$ cat config.mk
export PLATFORM = sky130hd
export DESIGN_NAME = otp_program_sequencer
export DESIGN_NICKNAME = d
export VERILOG_FILES = /design/src/rtl/otp_program_sequencer.sv
export SDC_FILE = /design/constraint.sdc
export NUM_CORES = 1
export LEC_CHECK = 0
export CAP_MARGIN = 20
export CORE_MARGIN = 1
export CORE_UTILIZATION = 44
export CTS_BUF_LIST = sky130_fd_sc_hd__clkbuf_4 sky130_fd_sc_hd__clkbuf_8 sky130_fd_sc_hd__clkbuf_16
export DETAILED_ROUTE_END_ITERATION = 16
export PLACE_DENSITY = 0.85
export SKIP_CTS_REPAIR_TIMING = 1
export SLEW_MARGIN = 20
export SYNTH_ARGS = -nofsm -noshare
export SYNTH_HDL_FRONTEND = slang
export SYNTH_SLANG_ARGS = --single-unit
$ cat constraint.sdc
create_clock -name clk -period 2.6 [get_ports clk]
set_input_delay 0.52 -clock clk [delete_from_list [all_inputs] [get_ports clk]]
set_output_delay 0.52 -clock clk [all_outputs]
set_load 0.01 [all_outputs]
$ cat src/rtl/otp_program_sequencer.sv
// One-word OTP fuse programming sequencer: lifecycle/lock gating, blank check,
// timed program pulse and readback verify. All outputs are registered.
module otp_program_sequencer #(
  parameter int unsigned ADDR_W     = 6,
  parameter int unsigned DATA_W     = 32,
  parameter int unsigned PGM_CYCLES = 16
) (
  input  logic              clk,
  input  logic              rst,
  input  logic              req_valid,
  output logic              req_ready,
  input  logic [ADDR_W-1:0] req_addr,
  input  logic [DATA_W-1:0] req_wdata,
  input  logic              lifecycle_allows,
  input  logic [3:0]        part_lock,
  output logic              rsp_valid,
  output logic [2:0]        rsp_status,
  output logic              busy,
  output logic [ADDR_W-1:0] fuse_addr,
  output logic [DATA_W-1:0] fuse_wdata,
  output logic              fuse_pgm_en,
  output logic              fuse_rd_en,
  input  logic [DATA_W-1:0] fuse_rdata,
  input  logic              fuse_rd_valid
);

  localparam int unsigned CNT_W = (PGM_CYCLES > 1) ? $clog2(PGM_CYCLES) : 1;

  typedef enum logic [2:0] {
    S_IDLE,
    S_BLANK_RD,
    S_BLANK_WAIT,
    S_PROGRAM,
    S_VERIFY_RD,
    S_VERIFY_WAIT,
    S_RESP
  } state_e;

  typedef enum logic [2:0] {
    ST_OK           = 3'd0,
    ST_DENIED_LC    = 3'd1,
    ST_DENIED_LOCK  = 3'd2,
    ST_ALREADY_PROG = 3'd3,
    ST_VERIFY_FAIL  = 3'd4,
    ST_ABORTED      = 3'd5
  } status_e;

  state_e              state_q, state_d;
  status_e             status_q, status_d;
  logic [CNT_W-1:0]    cnt_q, cnt_d;
  logic [ADDR_W-1:0]   addr_q, addr_d;
  logic [DATA_W-1:0]   wdata_q, wdata_d;
  logic                rd_en_q, rd_en_d;
  logic                pgm_en_q, pgm_en_d;
  logic                rsp_valid_q, rsp_valid_d;
  logic                busy_q, busy_d;
  logic                ready_q, ready_d;
  logic [1:0]          part_sel;

  assign part_sel = req_addr[ADDR_W-1 -: 2];

  // Strobes are computed for the *next* state so that the registered outputs
  // line up exactly with the cycles spent in BLANK_RD/PROGRAM/VERIFY_RD/RESP.
  always_comb begin
    state_d     = state_q;
    status_d    = status_q;
    cnt_d       = cnt_q;
    addr_d      = addr_q;
    wdata_d     = wdata_q;
    rd_en_d     = 1'b0;
    pgm_en_d    = 1'b0;
    rsp_valid_d = 1'b0;

    case (state_q)
      S_IDLE: begin
        if (req_valid && ready_q) begin
          addr_d  = req_addr;
          wdata_d = req_wdata;
          if (!lifecycle_allows) begin
            state_d     = S_RESP;
            rsp_valid_d = 1'b1;
            status_d    = ST_DENIED_LC;
          end else if (part_lock[part_sel]) begin
            state_d     = S_RESP;
            rsp_valid_d = 1'b1;
            status_d    = ST_DENIED_LOCK;
          end else if (req_wdata == '0) begin
            state_d     = S_RESP;
            rsp_valid_d = 1'b1;
            status_d    = ST_OK;
          end else begin
            state_d = S_BLANK_RD;
            rd_en_d = 1'b1;
          end
        end
      end

      S_BLANK_RD: state_d = S_BLANK_WAIT;

      S_BLANK_WAIT: begin
        if (fuse_rd_valid) begin
          if (fuse_rdata != '0) begin
            state_d     = S_RESP;
            rsp_valid_d = 1'b1;
            status_d    = ST_ALREADY_PROG;
          end else begin
            state_d  = S_PROGRAM;
            cnt_d    = CNT_W'(PGM_CYCLES - 1);
            pgm_en_d = 1'b1;
          end
        end
      end

      S_PROGRAM: begin
        if (!lifecycle_allows) begin
          state_d     = S_RESP;
          rsp_valid_d = 1'b1;
          status_d    = ST_ABORTED;
        end else if (cnt_q == '0) begin
          state_d = S_VERIFY_RD;
          rd_en_d = 1'b1;
        end else begin
          cnt_d    = cnt_q - CNT_W'(1);
          pgm_en_d = 1'b1;
        end
      end

      S_VERIFY_RD: state_d = S_VERIFY_WAIT;

      S_VERIFY_WAIT: begin
        if (fuse_rd_valid) begin
          state_d     = S_RESP;
          rsp_valid_d = 1'b1;
          status_d    = (fuse_rdata == wdata_q) ? ST_OK : ST_VERIFY_FAIL;
        end
      end

      S_RESP: state_d = S_IDLE;

      default: state_d = S_IDLE;
    endcase

    busy_d  = (state_d != S_IDLE);
    ready_d = (state_d == S_IDLE);
  end

  always_ff @(posedge clk) begin
    if (rst) begin
      state_q     <= S_IDLE;
      status_q    <= ST_OK;
      cnt_q       <= '0;
      addr_q      <= '0;
      wdata_q     <= '0;
      rd_en_q     <= 1'b0;
      pgm_en_q    <= 1'b0;
      rsp_valid_q <= 1'b0;
      busy_q      <= 1'b0;
      ready_q     <= 1'b1;
    end else begin
      state_q     <= state_d;
      status_q    <= status_d;
      cnt_q       <= cnt_d;
      addr_q      <= addr_d;
      wdata_q     <= wdata_d;
      rd_en_q     <= rd_en_d;
      pgm_en_q    <= pgm_en_d;
      rsp_valid_q <= rsp_valid_d;
      busy_q      <= busy_d;
      ready_q     <= ready_d;
    end
  end

  assign req_ready   = ready_q;
  assign busy        = busy_q;
  assign rsp_valid   = rsp_valid_q;
  assign rsp_status  = status_q;
  assign fuse_addr   = addr_q;
  assign fuse_wdata  = wdata_q;
  assign fuse_pgm_en = pgm_en_q;
  assign fuse_rd_en  = rd_en_q;

  a_no_rd_pgm_overlap: assert property (@(posedge clk) disable iff (rst)
    !(rd_en_q && pgm_en_q));

  a_pgm_only_in_program: assert property (@(posedge clk) disable iff (rst)
    pgm_en_q |-> (state_q == S_PROGRAM));

endmodule

# After elaboration in Yosys (flattened, before gate mapping)
# Cells that the tools add are included.
[classes]
n_eq_ne = 15
multipliers = 0
n_addsub = 1
shifts = 0
bitwise = 0
n_mux = 48
order_cmp = 1
div_mod_pow = 0
n_reduce_logical = 12
[ops]
columns = ["operator", "count"]
rows = [
  ["3-bit 2-to-1 mux", 18],
  ["32-bit equality test", 1],
  ["32-bit logical NOT", 1],
  ["32-bit nonzero test", 1],
  ["1-bit 2-to-1 mux", 19],
  ["3-bit case mux with 6 select lines", 1],
  ["4-bit 2-to-1 mux", 4],
  ["2-bit inequality test, second input constant", 8],
  ["3-bit case mux with 4 select lines", 1],
  ["4-bit case mux with 2 select lines", 1],
  ["7-bit AND reduction", 1],
  ["3-bit by 2-bit equality test with 1-bit output, second input constant", 2],
  ["3-bit equality test, second input constant", 2],
  ["3-bit logical NOT", 2],
  ["5-bit AND reduction", 1],
  ["4-bit logical NOT", 1],
  ["4-bit inequality test, second input constant", 1],
  ["1-bit case mux with 2 select lines", 2],
  ["1-bit case mux with 4 select lines", 1],
  ["4-bit nonzero test", 1],
  ["4-bit by 1-bit subtractor with 4-bit output, second input constant", 1],
  ["3-bit by 1-bit equality test with 1-bit output, second input constant", 1],
  ["2-bit by 3-bit < comparator with 1-bit output, second input constant", 1],
  ["3-bit nonzero test", 1],
  ["other kinds (4)", 4],
]
[totals]
reg_bits = 53
mem_count = 0
latch_bits = 0
in_bits = 79
ramBits = 0
romBits = 0

# Longest topological paths before layout
[logic_depth]
word_depth = 7
ltp_mapped = 7
depth_no_buf = 7

# Worst setup path after synthesis
# OpenSTA, ideal clock, no wires.
[synth_path]
kind = "input to register"
from = "input port fuse_rdata[19]"
to = "register status_q[1] (netlist: rsp_status[1])"
required_time_ns = 2.479
setup_slack_ns = 0.636
path_stages = 5
n_path_buf = 0
setup_ns = 0.121
t_arrival_ns = 1.843
path_cell_list = "nor4_2 nand4_1 or4_4 o211ai_2 mux2_4"
[synth_via]
elab_chain_cells = 3
[synth_rtl]
columns = ["item", "line", "rtl"]
rows = [
  ["from (decl)", "23", "input logic [DATA_W-1:0] fuse_rdata,"],
  ["32-bit nonzero test", "102", "if (fuse_rdata != '0) begin"],
  ["2-bit inequality test (no line)", "-", ""],
  ["7-bit AND reduction (no line)", "-", ""],
  ["to (signal assigned)", "161", "status_q <= status_d;"],
  ["to (decl)", "49", "status_e status_q, status_d;"],
]
# Every way passes these cells.
# A chain may end at the register's enable or synchronous reset.

# Worst setup path in the final report
[layout_path]
from = "input port fuse_rdata[3]"
to = "register status_q[1] (netlist: rsp_status[1])"
# The elaborated chain is that of the path after synthesis.

==> flow_summary.yaml <==
outcome:
  status: "complete, no violations"
critical_path:
  critPathLaunch: "fuse_rdata[3]"
  regToRegEndpoint: "rsp_status[1]"
  arrival_ns: 2.55
  crit_fanout: 3
  cp-end-kind: "flop"
  required_ns: 2.80
  start_kind: "primary input"
  reg2reg_slack_ns: 0.72
  r2r_cells: 4
  critical_path_class: "in2reg"
  crit-reg2reg-launch: "state_q[1]"
synth:
  yosysWarnings: 0
  avgSynthCellArea_um2: 8.08
  async_flop_share: 0
  ys_seq_area_frac: 0.405
  synth_top_area_frac: 0.405
  syn-num-nets: 404
  yosysTopAreaCell: "dfxtp_1"
  synthTopCellsByArea: "dfxtp_1 (41%), nand2_1 (11%), xor2_1 (10%), a21oi_1 (8.4%), nor4_1 (4.5%)"
  synthTopCellsByCount: "nand2_1 (80), dfxtp_1 (53), a21oi_1 (44)"
  synth_seq_cells: 53
  synthCells: 324
  synth-main-ff-cell: "dfxtp_1"
  yosysMostFrequentCell: "nand2_1"
  synth.cell_area_mm2: 0.00262
  synth-edff-count: 0
  post_synth_num_cell_types: 40
sta:
  slew_viol_final: 0
  setup_viol: 0
  post-route-period-util: 0.903
  fin_ws_ns: 0.253
  slew_headroom: 0.658
  grt_setup_unrepaired: "false"
  timing.clock.skew_ns: 0.00574
  clock.fmax_mhz: 426
  hold_violations: 0
  worst_pin_slew_ns: 0.512
  layout_min_cycle_time_ns: 2.35
die:
  pin_count: 125
  die_y_um: 79.1
  die_x_um: 79.1
  die_area_mm2: 0.00626
  start_util: 0.467
  core_mm2: 0.00561
  rows: 27
power:
  total_power_mw: 3.14
  vdd_drop_max_uv: 460
  cellPowerDensity_mw_per_mm2: 776
  leakagePower_nw: 1.50
layout:
  instances_no_fill: 521
  multiInputGateArea_mm2: 0.00147
  synthToLayoutAreaGrowth_pct: 54.3
  drive_above_1_share: 0.0668
  fin_nets: 529
  num-fill-cells: 449
  final-seq-area_mm2: 0.00106
  fin_area_mm2: 0.00404
  antenna_cells: 0
detailed_routing:
  drc: 0
  drt-initial-drc-count: 362
  via_count: 2900
  postRouteAntennaNets: 0
  drt_wl_total_um: 8630
  drt_pass1_iterations: 5
  post_drt_wl_per_cell_um: 16.6
  vias_per_cell: 5.57
cts:
  cts_buffers: 5
  cts_root_buf: "clkbuf_8"
  cts_htree_levels: 2
  clk_path_buf_depth: 2
  cts_tree: "built"
  clk_pin_slew_ns: 0.09
  clkLatencyLatePin_ns: 0.31
  clock-sinks: 53
grt:
  grt_pass1_wl_um: 13700
  grt_pass1_vias: 2815
  grt_max_degree: 28
  antenna_found_initial: 0
  gr-total-overflow: 0
  track_usage: 0.285
hold_path:
  hold_end: "fuse_addr[5]"
  min_from: "fuse_addr[5]"
  hold_path.class: "reg2reg"
  holdPathStages: 2
place:
  dp.cells: 514
  place_ws_ns: -0.0292
  portBuffers: 124
  gp_congestion: 0.913
  placed_cell_area_mm2: 0.00395
  dpl.hpwl_um: 6620
flow_run:
  maxCapViolCount: 0
## worst max-delay path by stage
stage,end,slack (ns),cells after the start
detailed placement,rsp_status[1],-0.03,6
finish,rsp_status[1],0.25,6
global route,rsp_status[1],0.14,6
global placement,rsp_status[1],0.02,6
CTS,rsp_status[1],0.29,6
floorplan,rsp_status[1],0.64,5
## cells by family after synthesis
kind of cell	after synthesis	synth area share
xor+xnor	32	0.107
fa+ha+maj	1	0.00478
buf+inv	22	0.0358
mux	3	0.0182
simple gates	143	0.270
compound gates	70	0.159
flops	53	0.405
## layout by cell type (no fill, tap or decap), types with 2 or more instances in the layout
cell type	synthesis	final
o211ai_1	4	4
xnor2_1	2	2
clkdlybuf4s50_1	0	123
a21oi_1	44	44
buf_4	1	10
nor4_2	4	4
nand4_1	6	6
nand3_1	3	3
dfxtp_1	53	53
or2_2	2	2
inv_1	6	6
a21o_1	4	4
nor4_1	19	19
clkbuf_8	0	6
xor2_1	30	30
a31oi_1	5	5
nor3_1	5	5
a311oi_1	2	2
nand2_1	80	80
nor2b_1	8	7
nor2_1	4	4
nand2b_1	6	6
o21ai_0	5	5
## flip-flops by register name, summed over array words and instances, names as in the netlist, 3 cells and up
name,flops
fuse_wdata,32
fuse_addr,6
cnt_q,4
rsp_status,3
state_q,3
## routing by layer
| metal | vias to the layer above | global-route usage | part of all wire |
|---|---|---|---|
| li1 | 1380 | - | - |
| met1 | 1347 | 0.342 | 0.40 |
| met2 | 153 | 0.491 | 0.48 |
| met3 | 20 | 0.0793 | 0.091 |
| met4 | 0 | 0.0873 | 0.024 |
| met5 | - | 0 | 0 |
## final cells by class
type,instances,area share
clock buffers,7,0.0223
multi-input cells,249,0.363
inverters,6,0.00557
well taps,72,0.0223
flip-flops and latches,53,0.263
repair buffers,134,0.324
## stage by stage
| stage | hold slack, ns | util | TNS [ns] |
|---|---|---|---|
| floorplan | 0.450 | - | 0 |
| global placement | 0.444 | 0.705 | 0 |
| detailed placement | 0.449 | 0.705 | -0.0292 |
| CTS | 0.461 | 0.721 | 0 |
| global route | 0.494 | 0.721 | 0 |
| finish | 0.459 | 0.721 | 0 |
## worst max-delay path, stage by stage
cell and delay (ns):
clkdlybuf4s50_1 0.43, nor4_1 0.43, nand4_1 0.25, or4_4 0.49, o211ai_2 0.11, mux2_4 0.32
## power by group
group / internal (mW) / switching, mW / leakage (nW)
Combinational: 0.724 / 0.721 / 1.02
Clock: 0.222 / 0.260 / 0.0477
Sequential: 1.01 / 0.201 / 0.433
(Power assumes the default switching activity.)
